File: config.mk
export PLATFORM = sky130hd
export DESIGN_NAME = div_seq_flat
export DESIGN_NICKNAME = d
export VERILOG_FILES = /design/src/rtl/div_seq_pkg.sv /design/src/rtl/div_seq_if.sv /design/src/rtl/div_seq_step.sv /design/src/rtl/div_seq.sv /design/src/flat_wrapper.sv
export SDC_FILE = /design/constraint.sdc
export NUM_CORES = 1
export LEC_CHECK = 0
export BUFFER_PORTS_ARGS = -buffer_cell sky130_fd_sc_hd__buf_2
export CORE_ASPECT_RATIO = 0.6
export CORE_MARGIN = 8
export CORE_UTILIZATION = 60
export CTS_CLUSTER_SIZE = 25
export DETAILED_ROUTE_END_ITERATION = 7
export PLACE_DENSITY = 0.82
export REMOVE_ABC_BUFFERS = 1
export SLEW_MARGIN = 20
export SYNTH_ARGS = -nofsm -noshare
export SYNTH_HDL_FRONTEND = slang
export SYNTH_SLANG_ARGS = --single-unit
File: constraint.sdc
create_clock -name clk -period 5.9 [get_ports clk]
set_input_delay 0.59 -clock clk [delete_from_list [all_inputs] [get_ports clk]]
set_output_delay 0.59 -clock clk [all_outputs]
set_load 0.05 [all_outputs]
File: src/rtl/div_seq_pkg.sv
// Shared state encodings and sizing for the iterative divider sequencer.
package div_seq_pkg;
    localparam int DIV_WIDTH = 32;
    localparam int DIV_ITERS = 32;
    localparam int DIV_CNT_W = 5;
    localparam int DIV_ST_W  = 2;

    typedef enum logic [DIV_ST_W-1:0] {
        DIV_ST_IDLE = 2'd0,
        DIV_ST_BUSY = 2'd1,
        DIV_ST_FIX  = 2'd2,
        DIV_ST_DONE = 2'd3
    } div_st_e;
endpackage

File: src/rtl/div_seq_if.sv
// Request/result bundle between the EX stage and the divider sequencer.
interface div_seq_if #(
    parameter int WIDTH = 32
);
    logic             i_start;
    logic             i_signed_op;
    logic [WIDTH-1:0] i_opr1;
    logic [WIDTH-1:0] i_opr2;
    logic             i_flush;
    logic             i_ack;
    logic             o_stall_req;
    logic             o_busy;
    logic             o_done;
    logic [WIDTH-1:0] o_quot;
    logic [WIDTH-1:0] o_rem;

    modport master (
        output i_start, i_signed_op, i_opr1, i_opr2, i_flush, i_ack,
        input  o_stall_req, o_busy, o_done, o_quot, o_rem
    );

    modport slave (
        input  i_start, i_signed_op, i_opr1, i_opr2, i_flush, i_ack,
        output o_stall_req, o_busy, o_done, o_quot, o_rem
    );
endinterface

File: src/rtl/div_seq_step.sv
// One combinational restoring-division step; the shifted partial remainder is kept
// one bit wider so divisors with the MSB set do not lose the carried-out bit.
module div_step #(
    parameter int WIDTH = 32
) (
    input  logic [WIDTH-1:0] i_rem_part,
    input  logic             i_dvd_msb,
    input  logic [WIDTH-1:0] i_dvsr,
    output logic [WIDTH-1:0] o_rem_part,
    output logic             o_qbit
);
    logic [WIDTH:0] w_p;
    logic [WIDTH:0] w_dvsr_ext;

    assign w_p        = {i_rem_part, i_dvd_msb};
    assign w_dvsr_ext = {1'b0, i_dvsr};
    assign o_qbit     = (w_p >= w_dvsr_ext);
    assign o_rem_part = WIDTH'(o_qbit ? (w_p - w_dvsr_ext) : w_p);
endmodule

File: src/rtl/div_seq.sv
// Iterative restoring DIV/DIVU: 34 cycles start->done (1 for divide-by-zero), stalls EX while in flight,
// holds the result in DONE until ack; flush returns to IDLE from any state.
module div_seq
    import div_seq_pkg::*;
#(
    parameter int WIDTH = DIV_WIDTH,
    parameter int CNT_W = DIV_CNT_W
) (
    input  logic      clk,
    input  logic      rst,
    div_seq_if.slave  bus
);
    localparam logic [CNT_W-1:0] LP_LAST = CNT_W'(WIDTH - 1);

    div_st_e          r_state;
    div_st_e          w_state_nxt;
    logic [CNT_W-1:0] r_cnt;
    logic [WIDTH-1:0] r_dvd;
    logic [WIDTH-1:0] r_dvsr;
    logic [WIDTH-1:0] r_rem_part;
    logic             r_q_neg;
    logic             r_r_neg;
    logic [WIDTH-1:0] r_quot;
    logic [WIDTH-1:0] r_rem;
    logic             r_busy;
    logic             r_done;

    logic             w_accept;
    logic             w_s1;
    logic             w_s2;
    logic [WIDTH-1:0] w_abs1;
    logic [WIDTH-1:0] w_abs2;
    logic [WIDTH-1:0] w_step_rem;
    logic             w_qbit;

    assign w_accept = (r_state == DIV_ST_IDLE) && bus.i_start && !bus.i_flush;
    assign w_s1     = bus.i_signed_op && bus.i_opr1[WIDTH-1];
    assign w_s2     = bus.i_signed_op && bus.i_opr2[WIDTH-1];
    assign w_abs1   = w_s1 ? (~bus.i_opr1 + 1'b1) : bus.i_opr1;
    assign w_abs2   = w_s2 ? (~bus.i_opr2 + 1'b1) : bus.i_opr2;

    div_step #(.WIDTH(WIDTH)) u_step (
        .i_rem_part (r_rem_part),
        .i_dvd_msb  (r_dvd[WIDTH-1]),
        .i_dvsr     (r_dvsr),
        .o_rem_part (w_step_rem),
        .o_qbit     (w_qbit)
    );

    always_ff @(posedge clk or posedge rst) begin
        if (rst) begin
            r_state <= DIV_ST_IDLE;
        end else begin
            r_state <= w_state_nxt;
        end
    end

    always_comb begin
        w_state_nxt = r_state;
        case (r_state)
            DIV_ST_IDLE: begin
                if (w_accept) begin
                    w_state_nxt = (bus.i_opr2 == '0) ? DIV_ST_DONE : DIV_ST_BUSY;
                end
            end
            DIV_ST_BUSY: begin
                if (r_cnt == LP_LAST) begin
                    w_state_nxt = DIV_ST_FIX;
                end
            end
            DIV_ST_FIX:  w_state_nxt = DIV_ST_DONE;
            DIV_ST_DONE: begin
                if (bus.i_ack) begin
                    w_state_nxt = DIV_ST_IDLE;
                end
            end
            default:     w_state_nxt = DIV_ST_IDLE;
        endcase
        if (bus.i_flush) begin
            w_state_nxt = DIV_ST_IDLE;
        end
    end

    // r_dvd doubles as the quotient: each step shifts a dividend bit out and a quotient bit in.
    always_ff @(posedge clk or posedge rst) begin
        if (rst) begin
            r_cnt      <= '0;
            r_dvd      <= '0;
            r_dvsr     <= '0;
            r_rem_part <= '0;
            r_q_neg    <= 1'b0;
            r_r_neg    <= 1'b0;
            r_quot     <= '0;
            r_rem      <= '0;
            r_busy     <= 1'b0;
            r_done     <= 1'b0;
        end else begin
            r_busy <= (w_state_nxt != DIV_ST_IDLE);
            r_done <= (w_state_nxt == DIV_ST_DONE);
            case (r_state)
                DIV_ST_IDLE: begin
                    if (w_accept) begin
                        r_dvd      <= w_abs1;
                        r_dvsr     <= w_abs2;
                        r_rem_part <= '0;
                        r_cnt      <= '0;
                        r_q_neg    <= w_s1 ^ w_s2;
                        r_r_neg    <= w_s1;
                        if (bus.i_opr2 == '0) begin
                            r_quot <= '1;
                            r_rem  <= bus.i_opr1;
                        end
                    end
                end
                DIV_ST_BUSY: begin
                    if (!bus.i_flush) begin
                        r_rem_part <= w_step_rem;
                        r_dvd      <= {r_dvd[WIDTH-2:0], w_qbit};
                        r_cnt      <= r_cnt + 1'b1;
                    end
                end
                DIV_ST_FIX: begin
                    if (!bus.i_flush) begin
                        r_quot <= r_q_neg ? (~r_dvd + 1'b1) : r_dvd;
                        r_rem  <= r_r_neg ? (~r_rem_part + 1'b1) : r_rem_part;
                    end
                end
                default: ;
            endcase
        end
    end

    assign bus.o_stall_req = w_accept || (r_state == DIV_ST_BUSY) || (r_state == DIV_ST_FIX);
    assign bus.o_busy      = r_busy;
    assign bus.o_done      = r_done;
    assign bus.o_quot      = r_quot;
    assign bus.o_rem       = r_rem;
endmodule

File: src/flat_wrapper.sv
// flat-port wrapper written by rule: the top's interface ports become plain ports
module div_seq_flat import div_seq_pkg::*;
#(
    parameter int WIDTH = DIV_WIDTH,
    parameter int CNT_W = DIV_CNT_W
)
  (clk, rst, bus_i_start, bus_i_signed_op, bus_i_opr1, bus_i_opr2, bus_i_flush, bus_i_ack, bus_o_stall_req, bus_o_busy, bus_o_done, bus_o_quot, bus_o_rem);
  div_seq_if #(.WIDTH(WIDTH)) bus_i ();
  input  logic clk;
  input  logic rst;
  input wire logic [$bits(bus_i.i_start)-1:0] bus_i_start;
  input wire logic [$bits(bus_i.i_signed_op)-1:0] bus_i_signed_op;
  input wire logic [$bits(bus_i.i_opr1)-1:0] bus_i_opr1;
  input wire logic [$bits(bus_i.i_opr2)-1:0] bus_i_opr2;
  input wire logic [$bits(bus_i.i_flush)-1:0] bus_i_flush;
  input wire logic [$bits(bus_i.i_ack)-1:0] bus_i_ack;
  output wire logic [$bits(bus_i.o_stall_req)-1:0] bus_o_stall_req;
  output wire logic [$bits(bus_i.o_busy)-1:0] bus_o_busy;
  output wire logic [$bits(bus_i.o_done)-1:0] bus_o_done;
  output wire logic [$bits(bus_i.o_quot)-1:0] bus_o_quot;
  output wire logic [$bits(bus_i.o_rem)-1:0] bus_o_rem;
  assign bus_i.i_start = bus_i_start;
  assign bus_i.i_signed_op = bus_i_signed_op;
  assign bus_i.i_opr1 = bus_i_opr1;
  assign bus_i.i_opr2 = bus_i_opr2;
  assign bus_i.i_flush = bus_i_flush;
  assign bus_i.i_ack = bus_i_ack;
  assign bus_o_stall_req = bus_i.o_stall_req;
  assign bus_o_busy = bus_i.o_busy;
  assign bus_o_done = bus_i.o_done;
  assign bus_o_quot = bus_i.o_quot;
  assign bus_o_rem = bus_i.o_rem;
  div_seq #(.WIDTH(WIDTH), .CNT_W(CNT_W)) u_core (.clk(clk), .rst(rst), .bus(bus_i));
endmodule
==> impl_metrics.tcl, run 1 <==
set metrics [dict create \
    status "finished, final reports clean" \
    seq_area_frac_synth_pct 37.0 \
    postLayoutSetupSlackWorst_ns 2.17 \
    diodes 0 \
    pin_count 137 \
    die_x_um 195 \
    cts_setup_buffers 0 \
    highest_layer "met4" \
    setup_violations 0 \
    area_growth_pct 12.6 \
    cts_resized 0 \
    synth_flop_cell "dfrtp_1" \
    wl_um 33400 \
    cts_tree "built" \
    die_h_um 123 \
    met2_length_um 14200 \
    criticalPathCategory "reg2reg" \
    ir_worst_vdd_mv 0.251 \
    ant_nets 0 \
    track_usage_pct 27.6 \
    post-place-ws_ns 2.38 \
    max-cap-violations 0 \
    max_freq_mhz 268 \
    clk_latency_ns 0.44 \
    dp_cells 1725 \
    worstSetupStartpoint "u_core.r_rem_part[22]$_DFFE_PP0P_" \
    synth_area_leaders "dfrtp_1 37%, o21ai_0 7.8%, xor2_1 7.4%, nand2_1 5.7%, a21oi_1 5.4%" \
    met1_length_um 15200 \
    instances_no_fill 1756 \
    grt_pass1_vias 10391 \
    core_sq_mm 0.0189 \
    reg2reg_depth 11 \
    placed_area_sq_mm 0.0124 \
    rsz0062_at_grt "false" \
    p_per_area_mw_per_mm2 406 \
    postSynthCellCount 1412 \
    wl_per_cell_um 19.0 \
    regToRegStartpoint "u_core.r_rem_part[22]$_DFFE_PP0P_" \
    syn_area_sq_mm 0.0116 \
    synth_top_area_share_pct 37.0 \
    vias_per_cell 6.26 \
    holdBufCountCts 0 \
    p_leak_nw 5.79 \
    hpwl_um 24000 \
    final.setup.tns_ns 0 \
    fin_area_sq_mm 0.0130 \
    htree_levels 4 \
    max_slew.worst_pin.slew_ns 1.09 \
    crit_path_max_fanout 56 \
    clkTransAtPathRegs_ns 0.07 \
    drt_iter0_markers 1282 \
    final_hold_viol_count 0 \
    drive_gt1_share_pct 15.1 \
    grt_overflow 0 \
    worstHoldPathType "in2async" \
    cts_buffers 17 \
    async_flop_share_pct 100 \
    cts_root_buffer "clkbuf_16" \
    portBuffers 136 \
    dr.pass1.iters 7 \
    start_util_pct 61.0 \
    mostFrequentLayoutCells "180 x o21ai_0, 175 x nand2_1, 170 x dfrtp_1" \
    worstPathRequired_ns 6.28 \
    post-route-period-util_pct 63.3 \
    holdWs_ns 0.275 \
    synth_top_cell_by_area "dfrtp_1" \
    timing.final.crit_period_ns 3.73 \
    antenna_found_initial 0 \
    synth_enable_flop_cells 0 \
    drcViolationCount 0 \
    reg2reg_slack_ns 2.17 \
    ys_warn_count 0 \
    end_kind "flip-flop" \
    syn_avg_cell_area_sq_um 8.18 \
    nets 1607 \
    r2r_end "u_core.r_rem_part[27]$_DFFE_PP0P_" \
    grt_pass1_wl_um 54000 \
    clk_path_buf_depth 2 \
    grt_max_degree 80 \
    wl_met3_um 3390 \
    cp-start-kind "flip-flop" \
    slew_violations 0 \
    slew_headroom_pct 27.3 \
    cts_sinks 171 \
    finClkSkew_ns 0.00803 \
    yosys_register_bits 171 \
    worstPathArrival_ns 4.11 \
    row_count 39 \
    via_count 10998 \
    die_area_sq_mm 0.0241 \
    synth_cell_types 70 \
    gp_congestion 0.971 \
    layout_commonest_cell "o21ai_0" \
]
## cells by family (layout without fill, tap and decap cells)
| group | Yosys count | in the layout | synth area share (%) |
|---|---|---|---|
| mux | 11 | 11 | 0.964 |
| simple gates | 456 | 456 | 18.7 |
| fa+ha+maj | 39 | 39 | 4.29 |
| compound gates | 456 | 456 | 23.7 |
| xor+xnor | 142 | 142 | 10.8 |
| buf+inv | 137 | 235 | 4.58 |
| flops | 171 | 171 | 37.0 |
## stage by stage
step                utilization, %  total power [W]
floorplan                        -          0.00336
global placement              65.4          0.00391
detailed placement            65.4          0.00397
CTS                           68.7          0.00523
global route                  68.7          0.00560
finish                        68.7          0.00528
## Yosys cell counts, drive strengths merged, types with 3 or more instances
master  count
a211oi      5
a21o       15
a21oi     124
a22o        3
a31o        4
a31oi      41
a32oi       6
and2        3
and3        6
buf        18
clkbuf     67
dfrtp     171
ha         38
inv        52
mux2i      10
nand2     176
nand2b     21
nand3      17
nand3b      3
nand4       8
nor2      135
nor2b      10
nor3       18
nor4       10
o211ai      4
o21ai     185
o21bai      5
o22ai       3
o311ai      3
o31ai      30
o41ai      15
or2         6
or3        26
or4        11
xnor2      45
xor2       97
## area by class of cell
cell class | instances | area, sq um
clock buffer | 20 | 467
clock inverter | 11 | 166
fill | 1530 | 5920
inverter | 52 | 200
multi-input combinational | 1104 | 6790
sequential | 171 | 4280
tap | 246 | 308
timing repair buffer | 152 | 801
## how the worst max path moves through the flow
stage	endpoint	slack (ns)	cells after the start
6_report	u_core.r_rem_part[27]$_DFFE_PP0P_	2.17	11
4_1_cts	u_core.r_rem_part[27]$_DFFE_PP0P_	2.35	11
3_3_place_gp	u_core.r_rem_part[27]$_DFFE_PP0P_	2.42	11
3_5_place_dp	u_core.bus.o_rem[1]$_DFFE_PP0P_	2.38	7
5_1_grt	u_core.r_rem_part[27]$_DFFE_PP0P_	1.95	11
2_1_floorplan	u_core.bus.o_busy$_DFF_PP0_	0.68	1
## state kept, by name (all words and copies together), names as in the netlist
| signal | flops |
|---|---|
| u_core.r_dvd | 32 |
| u_core.bus.o_rem | 32 |
| u_core.r_rem_part | 32 |
| u_core.bus.o_busy | 1 |
| u_core.bus.o_done | 1 |
| u_core.r_r_neg | 1 |
| u_core.bus.o_quot | 32 |
| u_core.r_cnt | 5 |
| u_core.r_q_neg | 1 |
| u_core.r_dvsr | 32 |
| u_core.r_state | 2 |
## metal layers
layer	up-vias	track usage, %
met4	0	7.21
li1	5148	-
met3	47	7.50
met5	-	0
met1	5256	39.7
met2	547	40.8
## where the power goes
| group | switching [W] | internal [W] |
|---|---|---|
| Clock | 0.000492 | 0.000740 |
| Sequential | 0.000303 | 0.00138 |
| Combinational | 0.00149 | 0.000881 |
## critical path: stages, from the launching register on
cell and delay (ns):
dfrtp_1 0.48, ha_1 0.51, nand2_1 0.17, o21ai_0 0.31
a211oi_1 0.11, a21boi_0 0.14, o41ai_1 0.80, a31oi_4 0.01
buf_4 0.35, or4_1 0.59, o21a_1 0.12, nand3_1 0.06
(Power assumes the default switching activity.)
==> run 2, diff against run 1 <==
Settings changed: CORE_UTILIZATION 60 to 54, PLACE_DENSITY 0.82 to 0.78.
Clock period 5.9 ns to 3.1 ns, I/O delays scaled along.
==> impl_metrics.tcl, run 2 (synthesized netlist as in run 1, its figures left out) <==
set metrics [dict create \
    status "finished with violations" \
    violations "hold timing" \
    regToRegStartpoint "u_core.r_rem_part[8]$_DFFE_PP0P_" \
    p_int_w 0.00622 \
    cts_sinks 171 \
    cp_cell_sequence "ha_4 > nand3_1 > buf_4 > or2_2 > nor4_1 > a31oi_1 > o41ai_2 > a31oi_4 > or4_1 > o21a_1 > nand3_1" \
    portBuffers 136 \
    p_sw_share_pct 42.4 \
    cts_buffers 17 \
    via_count 11188 \
    grt_overflow 0 \
    criticalPathCategory "reg2reg" \
    worstPathArrival_ns 3.36 \
    clk_latency_ns 0.44 \
    finClkSkew_ns 0.0104 \
    post-route-period-util_pct 96.2 \
    grt_max_degree 72 \
    end_kind "flip-flop" \
    power.total_w 0.0108 \
    instances_no_fill 1859 \
    critPathCapture "u_core.r_rem_part[27]$_DFFE_PP0P_" \
    wl_per_cell_um 19.0 \
    slew_violations 0 \
    drive_gt1_share_pct 19.4 \
    start_util_pct 55.1 \
    antenna_found_initial 1 \
    die_area_sq_mm 0.0265 \
    cpMaxStageDelayCell "or4_1" \
    crit_path_max_fanout 5 \
    rsz0062_at_grt "true" \
    reg2reg_slack_ns 0.12 \
    share_comb_of_total_power_pct 49.2 \
    switchingPower_w 0.00459 \
    dr.pass1.iters 7 \
    mostFrequentLayoutCells "177 x o21ai_0, 175 x nand2_1, 171 x dfrtp_1" \
    nets 1677 \
    p_per_area_mw_per_mm2 786 \
    cts_root_buffer "clkbuf_16" \
    max-cap-violations 0 \
    final_hold_viol_count 5 \
    ant_nets 0 \
    cpPeakStageDelay_ns 0.56 \
    seqPwrFrac_pct 28.8 \
    dp_cells 1826 \
    die_h_um 129 \
    reg2reg_depth 11 \
    die_x_um 205 \
    cp-start-kind "flip-flop" \
    worstHoldPathType "in2async" \
    p_leak_nw 6.16 \
    ir_worst_vdd_mv 0.501 \
    htree_levels 4 \
    hpwl_um 26200 \
    row_count 41 \
    diodes 0 \
    timing.final.crit_period_ns 2.98 \
    vias_per_cell 6.02 \
    grt_pass1_wl_um 56700 \
    pin_count 137 \
    crit_buf_inv 1 \
    clk_path_buf_depth 2 \
    crit_cells 11 \
    wl_um 35300 \
    p_clk_share_pct 22.0 \
    max_slew.worst_pin.slew_ns 0.975 \
    worstPathRequired_ns 3.48 \
    drt_iter0_markers 988 \
    grt_pass1_vias 10575 \
    holdWs_ns -0.0187 \
    cpLargestDelayFamily "simple AND/OR/NAND/NOR gates" \
    slew_headroom_pct 35.0 \
    setup_violations 0 \
    track_usage_pct 26.8 \
    area_growth_pct 19.0 \
    core_sq_mm 0.0210 \
    max_freq_mhz 335 \
    worstSetupStartpoint "u_core.r_rem_part[8]$_DFFE_PP0P_" \
    layout_commonest_cell "o21ai_0" \
    holdBufCountCts 0 \
    r2r_end "u_core.r_rem_part[27]$_DFFE_PP0P_" \
    path_common_cell "nand3_1" \
    drcViolationCount 0 \
    cts_tree "built" \
    gp_congestion 0.971 \
    clkTransAtPathRegs_ns 0.07 \
]
## run 2: power groups by stage
stage          logic (W)  clock network (W)  registers, W
6_report         0.00532            0.00237       0.00312
3_5_place_dp     0.00505                  0       0.00312
5_1_grt          0.00584            0.00249       0.00317
3_3_place_gp     0.00500                  0       0.00310
2_1_floorplan    0.00356                  0       0.00340
4_1_cts          0.00510            0.00240       0.00309
## run 2: how the worst min path moves through the flow
stage	startpoint	cells past startpoint	slack (ns)	end
3_5_place_dp	u_core.bus.o_rem[30]$_DFFE_PP0P_	2	0.47	u_core.bus.o_rem[30]$_DFFE_PP0P_
6_report	rst	2	-0.02	u_core.r_dvsr[6]$_DFFE_PP0P_
4_1_cts	rst	2	0.009	u_core.r_dvsr[6]$_DFFE_PP0P_
5_1_grt	rst	2	0.03	u_core.r_dvsr[6]$_DFFE_PP0P_
2_1_floorplan	bus_i_flush	1	0.38	u_core.r_state[1]$_DFF_PP0_
3_3_place_gp	rst	2	0.46	u_core.r_dvsr[6]$_DFFE_PP0P_
## run 2: area by class of cell
| cell class | count | area [sq um] |
|---|---|---|
| fillers | 1813 | 7240 |
| well taps | 279 | 349 |
| clock buffers | 20 | 437 |
| clock inverters | 11 | 195 |
| inverters | 52 | 200 |
| flip-flops and latches | 171 | 4280 |
| repair buffers | 222 | 1390 |
| multi-input cells | 1104 | 6900 |
## run 2: stage by stage
stage	utilization, %	setup TNS [ns]	worst slack, ns	cell area, sq um
final	65.5	0	0.119	13700
after global placement	61.9	0	0.0803	13000
after detailed placement	61.9	0	0.0815	13000
after global routing	65.5	-0.191	-0.0582	13700
after CTS	64.9	0	0.0252	13600
after floorplan	-	-414.37	-1.84	11200
## run 2: metal layers
| metal | vias up | track usage (%) | wire length [um] |
|---|---|---|---|
| met1 | 5386 | 40.2 | 16700 |
| li1 | 5280 | - | - |
| met4 | 2 | 6.28 | 531 |
| met3 | 45 | 6.13 | 3240 |
| met2 | 475 | 38.6 | 14900 |
| met5 | - | 0 | 13 |
## run 2: timing repair
action,CTS,global route
gates resized for setup,0,21
hold endpoints to repair,0,0
endpoints found under the setup margin,0,25
setup buffers,0,2
==> run 3, diff against run 2 <==
Settings changed: ABC_AREA from default to 1, CORE_UTILIZATION 54 to 55, PLACE_DENSITY 0.78 to 0.89.
==> impl_metrics.tcl, run 3 <==
set metrics [dict create \
    max_slew.worst_pin.slew_ns 0.746 \
    criticalPathCategory "reg2reg" \
    ir_worst_vdd_mv 0.587 \
    portBuffers 136 \
    grt_max_degree 60 \
    syn_area_sq_mm 0.0135 \
    core_sq_mm 0.0242 \
    p_leak_nw 8.07 \
    gp_congestion 1.05 \
    drt_iter0_markers 2348 \
    cpLargestDelayFamily "simple AND/OR/NAND/NOR gates" \
    end_kind "flip-flop" \
    slew_violations 0 \
    reg2reg_slack_ns 0.40 \
    timing.final.crit_period_ns 2.70 \
    final_hold_viol_count 0 \
    synth_top_area_share_pct 31.7 \
    async_flop_share_pct 100 \
    clk_latency_ns 0.46 \
    row_count 44 \
    rsz0062_at_grt "false" \
    yosys_register_bits 171 \
    reg2reg_depth 13 \
    cts_buffers 17 \
    cpPeakStageDelay_ns 0.47 \
    clk_path_buf_depth 2 \
    finClkSkew_ns 0.0109 \
    cts_resized 0 \
    seq_area_frac_synth_pct 31.7 \
    synth.most_common_cell "nand2_1" \
    die_x_um 218 \
    p_per_area_mw_per_mm2 974 \
    syn_avg_cell_area_sq_um 6.24 \
    cts_sinks 171 \
    cp-start-kind "flip-flop" \
    critPathCapture "u_core.r_rem_part[0]$_DFFE_PP0P_" \
    drcViolationCount 0 \
    drive_gt1_share_pct 10.0 \
    ant_nets 0 \
    synth_top_cell_by_area "dfrtp_1" \
    crit_path_max_fanout 32 \
    grt_overflow 0 \
    synth_area_leaders "dfrtp_1 32%, nand2_1 18%, nand3_1 8.6%, inv_1 8.6%, nor2_1 5.7%" \
    synth_cell_types 45 \
    layout_commonest_cell "nand2_1" \
    postSynthCellCount 2164 \
    die_h_um 137 \
    worstPathRequired_ns 3.42 \
    hpwl_um 36100 \
    cp_cell_sequence "ha_1 > nand2_1 > nor2_1 > nand3_1 > nor2_1 > nand2_1 > nand3_1 > nor2_2 > nand2_2 > buf_4 > nand2_1 > nand3_1 > o21ai_0" \
    via_count 15137 \
    post-route-period-util_pct 87.1 \
    worstHoldPathType "in2reg" \
    status "finished, final reports clean" \
    crit_buf_inv 1 \
    fin_area_sq_mm 0.0151 \
    slew_headroom_pct 49.9 \
    worstPathArrival_ns 3.02 \
    track_usage_pct 30.2 \
    r2r_end "u_core.r_rem_part[0]$_DFFE_PP0P_" \
    synth_enable_flop_cells 0 \
    cts_root_buffer "clkbuf_16" \
    clkTransAtPathRegs_ns 0.07 \
    grt_pass1_wl_um 71500 \
    vias_per_cell 5.80 \
    mostFrequentLayoutCells "657 x nand2_1, 309 x inv_1, 233 x nand3_1" \
    ys_warn_count 0 \
    setup_violations 0 \
    cts_tree "built" \
    antenna_found_initial 2 \
    wl_um 46000 \
    pin_count 137 \
    diodes 0 \
    crit_cells 13 \
    grt_pass1_vias 13447 \
    wl_per_cell_um 17.6 \
    max_freq_mhz 370 \
    power.total_w 0.0147 \
    placed_area_sq_mm 0.0145 \
    htree_levels 4 \
    max-cap-violations 0 \
    worstSetupStartpoint "u_core.r_rem_part[3]$_DFFE_PP0P_" \
    cpMaxStageDelayCell "dfrtp_1" \
    nets 2383 \
    synth_flop_cell "dfrtp_1" \
    synthTopCellsByCount "657 x nand2_1, 310 x inv_1, 233 x nand3_1" \
    regToRegStartpoint "u_core.r_rem_part[3]$_DFFE_PP0P_" \
    dr.pass1.iters 6 \
    start_util_pct 55.9 \
    die_area_sq_mm 0.0300 \
    area_growth_pct 12.0 \
]
[run 3: changes by cell type after synthesis, moves of 21 or more]
| cell | change |
|---|---|
| nor2_1 | +71 |
| xnor2_1 | -29 |
| a21oi_1 | -21 |
| nand2_1 | +482 |
| clkbuf_1 | -23 |
| nand3_1 | +216 |
| inv_1 | +258 |
| xor2_1 | -66 |
| or3_1 | -23 |
| o21ai_0 | -44 |
| o31ai_1 | -21 |
[run 3: metal layers]
metal | track usage [%] | vias to the layer above | part of all wire (%)
li1 | - | 7148 | -
met1 | 44.1 | 7008 | 45
met2 | 40.9 | 915 | 39
met3 | 12.1 | 64 | 14
met4 | 6.47 | 2 | 1.5
met5 | 0 | - | 0.028
[run 3: repair_timing]
item	CTS	global route
hold buffers	1	0
setup buffers	0	0
hold endpoints to repair	56	0
endpoints found under the setup margin	0	0
[run 3: final cells by class]
cell class	instances	area [sq um]
fill	2311	9040
multi-input combinational	1600	7690
sequential	171	4280
inverter	317	1200
timing repair buffer	167	941
clock buffer	22	484
tap	322	403
clock inverter	10	138
[run 3: worst register-to-register path, cell delays in order, from the launching register on]
cell	delay, ns
dfrtp_1	0.47
ha_1	0.41
nand2_1	0.14
nor2_1	0.37
nand3_1	0.14
nor2_1	0.10
nand2_1	0.06
nand3_1	0.11
nor2_2	0.05
nand2_2	0.06
buf_4	0.32
nand2_1	0.11
nand3_1	0.09
o21ai_0	0.11
[run 3: power breakdown]
part | internal (W) | total (W) | switching [W]
Clock | 0.00135 | 0.00233 | 0.000975
Sequential | 0.00287 | 0.00351 | 0.000648
Combinational | 0.00257 | 0.00889 | 0.00632
[run 3: worst min path at each step]
stage / start / to / slack, ns / cells after the start
4_1_cts: bus_i_flush / u_core.r_state[1]$_DFF_PP0_ / 0.08 / 2
6_report: bus_i_flush / u_core.r_state[1]$_DFF_PP0_ / 0.1 / 2
3_3_place_gp: rst / u_core.bus.o_rem[0]$_DFFE_PP0P_ / 0.42 / 2
5_1_grt: bus_i_flush / u_core.r_state[1]$_DFF_PP0_ / 0.09 / 2
2_1_floorplan: bus_i_flush / u_core.r_state[1]$_DFF_PP0_ / 0.38 / 1
3_5_place_dp: rst / u_core.bus.o_rem[0]$_DFFE_PP0P_ / 0.42 / 2
[run 3: logic make-up (layout without fill, tap and decap cells)]
logic type               Yosys count  count (layout)  synth area share [%]
AND/OR/NAND/NOR                 1194            1194                  37.3
AO/OA/AOI/OAI                    320             320                  12.9
XOR/XNOR                          47              47                  3.05
flip-flops                       171             171                  31.7
buffers and inverters            393             516                  11.5
adder cells (fa/ha/maj)           39              39                  3.67
[run 3: per-stage QoR]
stage	hold slack, ns	cells	setup WS (ns)	utilization, %	setup TNS [ns]
after global routing	0.0868	2609	0.310	62.6	0
final	0.0967	2609	0.401	62.6	0
after global placement	0.416	2576	0.575	60.0	0
after CTS	0.0769	2609	0.564	62.6	0
after detailed placement	0.419	2576	0.474	60.0	0
after floorplan	0.385	2088	-1.84	-	-358.30
